[config.mk]
export PLATFORM = sky130hd
export DESIGN_NAME = pipeline_scoreboard
export DESIGN_NICKNAME = d
export VERILOG_FILES = /design/src/rtl/pipeline_scoreboard.sv
export SDC_FILE = /design/constraint.sdc
export NUM_CORES = 1
export LEC_CHECK = 0
export ABC_CLOCK_PERIOD_IN_PS = 5810
export BUFFER_PORTS_ARGS = -buffer_cell sky130_fd_sc_hd__buf_2
export CAP_MARGIN = 10
export CORE_MARGIN = 1
export CORE_UTILIZATION = 46
export DETAILED_ROUTE_END_ITERATION = 6
export PLACE_DENSITY = 0.73
export RECOVER_POWER = 100
export SLEW_MARGIN = 20
export SYNTH_ARGS = -nofsm -noshare
export SYNTH_HDL_FRONTEND = slang
export SYNTH_SLANG_ARGS = --single-unit
[constraint.sdc]
create_clock -name clk -period 5.81 [get_ports clk]
set_clock_uncertainty 0.05 [all_clocks]
set_input_delay 1.162 -clock clk [delete_from_list [all_inputs] [get_ports clk]]
set_output_delay 1.162 -clock clk [all_outputs]
set_load 0.01 [all_outputs]
[src/rtl/pipeline_scoreboard.sv]
// pipeline_scoreboard: tracks in-flight destination registers across DEPTH slots and
// derives stall, per-source forwarding selects, the retire stream and a stall counter.
module pipeline_scoreboard #(
   parameter int DEPTH      = 3,
   parameter int REG_ADDR_W = 5,
   parameter int FORWARD    = 0,
   parameter int ALU_READY  = 1,
   parameter int LOAD_READY = 2,
   parameter int ZERO_REG   = 0
) (
   input  logic                          clk,
   input  logic                          rst,
   input  logic                          issue_valid,
   input  logic                          issue_dst_valid,
   input  logic                          issue_dst_late,
   input  logic [REG_ADDR_W-1:0]         issue_dst,
   input  logic                          issue_src0_valid,
   input  logic [REG_ADDR_W-1:0]         issue_src0,
   input  logic                          issue_src1_valid,
   input  logic [REG_ADDR_W-1:0]         issue_src1,
   input  logic                          flush,
   output logic                          stall,
   output logic [$clog2(DEPTH+1)-1:0]    fwd_sel0,
   output logic [$clog2(DEPTH+1)-1:0]    fwd_sel1,
   output logic [DEPTH-1:0]              stage_valid,
   output logic [DEPTH*REG_ADDR_W-1:0]   stage_dst,
   output logic                          retire_valid,
   output logic [REG_ADDR_W-1:0]         retire_dst,
   output logic [31:0]                   stall_count
);
   localparam int SW = $clog2(DEPTH+1);

   logic [DEPTH-1:0]                  vld_q, vld_d, late_q, late_d;
   logic [DEPTH-1:0][REG_ADDR_W-1:0]  dst_q, dst_d;
   logic [31:0]                       cnt_q, cnt_d;
   logic                              hz0, hz1;

   // Scans oldest to youngest so the youngest matching slot has the final say.
   function automatic logic [SW:0] resolve(input logic v, input logic [REG_ADDR_W-1:0] src,
                                           input logic [DEPTH-1:0] vl, input logic [DEPTH-1:0] lt,
                                           input logic [DEPTH-1:0][REG_ADDR_W-1:0] d);
      logic [SW:0] r;
      r = '0;
      for (int k = DEPTH-1; k >= 0; k--)
         if (v && vl[k] && d[k] == src && !(ZERO_REG != 0 && src == '0))
            r = (FORWARD != 0 && k >= (lt[k] ? LOAD_READY : ALU_READY)) ? {1'b0, SW'(k+1)} : {1'b1, SW'(0)};
      return r;
   endfunction

   always_comb begin
      {hz0, fwd_sel0} = resolve(issue_src0_valid, issue_src0, vld_q, late_q, dst_q);
      {hz1, fwd_sel1} = resolve(issue_src1_valid, issue_src1, vld_q, late_q, dst_q);
      stall    = issue_valid & ~flush & (hz0 | hz1);
      vld_d    = {vld_q[DEPTH-2:0], issue_valid & issue_dst_valid & ~stall & ~flush};
      vld_d[1] = vld_d[1] & ~flush;
      late_d   = {late_q[DEPTH-2:0], issue_dst_late};
      dst_d    = {dst_q[DEPTH-2:0], issue_dst};
      cnt_d    = (stall && cnt_q != '1) ? cnt_q + 32'd1 : cnt_q;
   end

   always_ff @(posedge clk or negedge rst) begin
      if (!rst) begin
         vld_q  <= '0;
         late_q <= '0;
         dst_q  <= '0;
         cnt_q  <= '0;
      end else begin
         vld_q  <= vld_d;
         late_q <= late_d;
         dst_q  <= dst_d;
         cnt_q  <= cnt_d;
      end
   end

   assign stage_valid  = vld_q;
   assign stage_dst    = dst_q;
   assign retire_valid = vld_q[DEPTH-1];
   assign retire_dst   = dst_q[DEPTH-1];
   assign stall_count  = cnt_q;
endmodule

==> flow_metrics.env <==
export IMPL_cts_buffers=5
export IMPL_synthTopCellsByArea="dfrtp_1, xnor2_1, nand3_1"
export IMPL_globalRouteMet3Util=0.0256
export IMPL_synth_top_family_by_area="simple AND/OR/NAND/NOR gates"
export IMPL_tightest_slew_ps=2750
export IMPL_core_area_mm2=0.00554
export IMPL_layout_nets=347
export IMPL_htree_num_levels=2
export IMPL_grt_busiest_layer="met2"
export IMPL_setup_ws_ps=2130
export IMPL_whs_ps=400
export IMPL_port_buffers=78
export IMPL_place_ws_ps=2190
export IMPL_first_pass_iters=4
export IMPL_clockBufferDepth=2
export IMPL_start_kind="input port"
export IMPL_vias=2079
export IMPL_synth_edf_count=0
export IMPL_clk_latency_ps=300
export IMPL_grt_use_met2=0.350
export IMPL_die_h_um=78.2
export IMPL_dieWidth_um=78.2
export IMPL_finalHoldViolations=0
export IMPL_grt_first_pass_wirelength_um=9960
export IMPL_cts_setup_buffers=0
export IMPL_synth_seq_cells=50
export IMPL_grt_pass1_vias=2153
export IMPL_rsz0062_at_grt="false"
export IMPL_min_delay_path_class="flop to flop"
export IMPL_avgViaCountPerCell=5.25
export IMPL_yosysTopAreaCell="dfrtp_1"
export IMPL_critPathMaxFanout=4
export IMPL_slew_headroom=-0.832
export IMPL_diodes=0
export IMPL_pin_count=84
export IMPL_finalSetupViolCount=0
export IMPL_synth_cell_types=41
export IMPL_drive_gt1_frac=0.127
export IMPL_max_cap_violations=1
export IMPL_fmax_ghz=0.272
export IMPL_area_delta_synth_final_pct=14.4
export IMPL_grtUsageMet1=0.270
export IMPL_antenna_left=0
export IMPL_overflow=0
export IMPL_report_final_slew_viol_count=51
export IMPL_rows=27
export IMPL_path_clk_slew_ps=90
export IMPL_cts_sinks=50
export IMPL_finalCritPeriodShare=0.634
export IMPL_setup_tns_ps=0
export IMPL_crit_required_ps=4600
export IMPL_ir_drop_mv=0.128
export IMPL_worstSetupPathType="input port to output pin"
export IMPL_place_congestion=0.800
export IMPL_synth_adder_area_share=0.00468
export IMPL_total_power_mw=0.638
export IMPL_synth_warnings=0
export IMPL_initial_core_util=0.483
export IMPL_wl_per_cell_um=15.6
export IMPL_final_common_cell="clkbuf_1"
export IMPL_p_leak_nw=1.21
export IMPL_cts_tree="built"
export IMPL_synth_area_mm2=0.00267
export IMPL_period_minus_slack_ps=3680
export IMPL_final_cell_mix="clkbuf_1, xnor2_1, dfrtp_1"
export IMPL_synth_top_area_share=0.468
export IMPL_syn_avg_cell_area_um2=10.7
export IMPL_status="finished, violations left"
export IMPL_violations="capacitance limit, slew limit"
export IMPL_synth_compound_gate_area_share=0.0243
export IMPL_drc=0
export IMPL_root_buffer="clkbuf_8"
export IMPL_endpoint_kind="output pin"
export IMPL_syn_inst=250
export IMPL_async_flop_share=1.00
export IMPL_drt_initial_drc_count=84
export IMPL_yosys_mux_area_fraction=0.00842
export IMPL_synth_xor_area_frac=0.193
export IMPL_post_cts_resized=0
export IMPL_fillCellCount=546
export IMPL_die_area_mm2=0.00612
export IMPL_synth_ff_type="dfrtp_1"
export IMPL_yosysSeqAreaShare=0.468
export IMPL_grt_max_degree=51
export IMPL_arrival_ps=2470
export IMPL_yosys_area_share_simple=0.255
export IMPL_holdBufCountCts=0
export IMPL_wl_um=6180
export IMPL_place_hpwl_um=4450
export IMPL_antenna_found_initial=0
export IMPL_grtUsageTotal=0.207
export IMPL_power_density_mw_per_mm2=209
-- cell families (layout without fill, tap and decap cells) --
logic type,Yosys count,in the layout
AOI/OAI and AO/OA,8,8
xor gates and xnor gates,59,59
adders and majority gates,1,1
buffers and inverters,20,91
DFF,50,50
muxes,2,2
other,1,4
and+or+nand+nor,109,109
-- worst paths after layout --
kind	startpoint	endpoint	slack, ps	depth (start not counted)
worst max-delay path	issue_src0[2]	stall	2130	6
worst min-delay path	stage_valid[1]	stage_valid[2]	400	0
worst max register to register	stage_dst[4]	stall_count[29]	3140	6
worst min register to register	stage_valid[1]	stage_valid[2]	400	0
max in group asynchronous	rst	stall_count[18]	2390	2
min in group asynchronous	rst	stall_count[17]	1780	2
-- worst max-delay path: stages --
cell and delay, ps:
clkbuf_1 180, xnor2_1 170, nand4_1 140, o22a_1 260
a31oi_1 340, clkbuf_1 210
-- Yosys cell counts, drive strengths merged (3+ instances only) --
cell type	number
xnor2	55
nand2b	3
dfrtp	50
a31oi	3
o22a	3
nand3	31
nand2	18
nor2	9
and4	3
buf	14
nor4b	3
nor4	5
inv	4
nand4	15
nor3	9
xor2	4
and3	4
-- report_power, final --
group	total (mW)	leakage [nW]	switching (mW)	internal, mW
Combinational	0.0599	0.499	0.0348	0.0251
Clock	0.213	0.0482	0.117	0.0964
Sequential	0.365	0.663	0.0101	0.355
Total	0.638	1.21	0.162	0.476
-- metal layers --
metal  share of wire  vias up
li1                -      997
met1            0.46     1017
met2            0.49       58
met3           0.037        7
met4           0.013        0
met5               0        -
-- flip-flops by register name (all words and copies together) (netlist names) --
signal       flops
stage_dst       10
stall_count     32
retire_dst       5
stage_valid      3
-- layout make-up --
class	count	area, um^2	area share
clock buffer	7	86.3	0.0282
sequential	50	1250	0.409
timing repair buffer	79	320	0.105
multi-input combinational	183	1290	0.422
tap	72	90.1	0.0294
clock inverter	1	5.00	0.00164
inverter	4	15.0	0.00491
-- metrics by stage --
stage | utilization | instance area, um^2 | instances
after floorplan | - | 2690 | 253
after global placement | 0.554 | 3070 | 388
after detailed placement | 0.554 | 3070 | 388
after CTS | 0.570 | 3160 | 396
after global routing | 0.552 | 3060 | 396
final | 0.552 | 3060 | 396
Note: power is estimated with default switching activity, not from simulation.
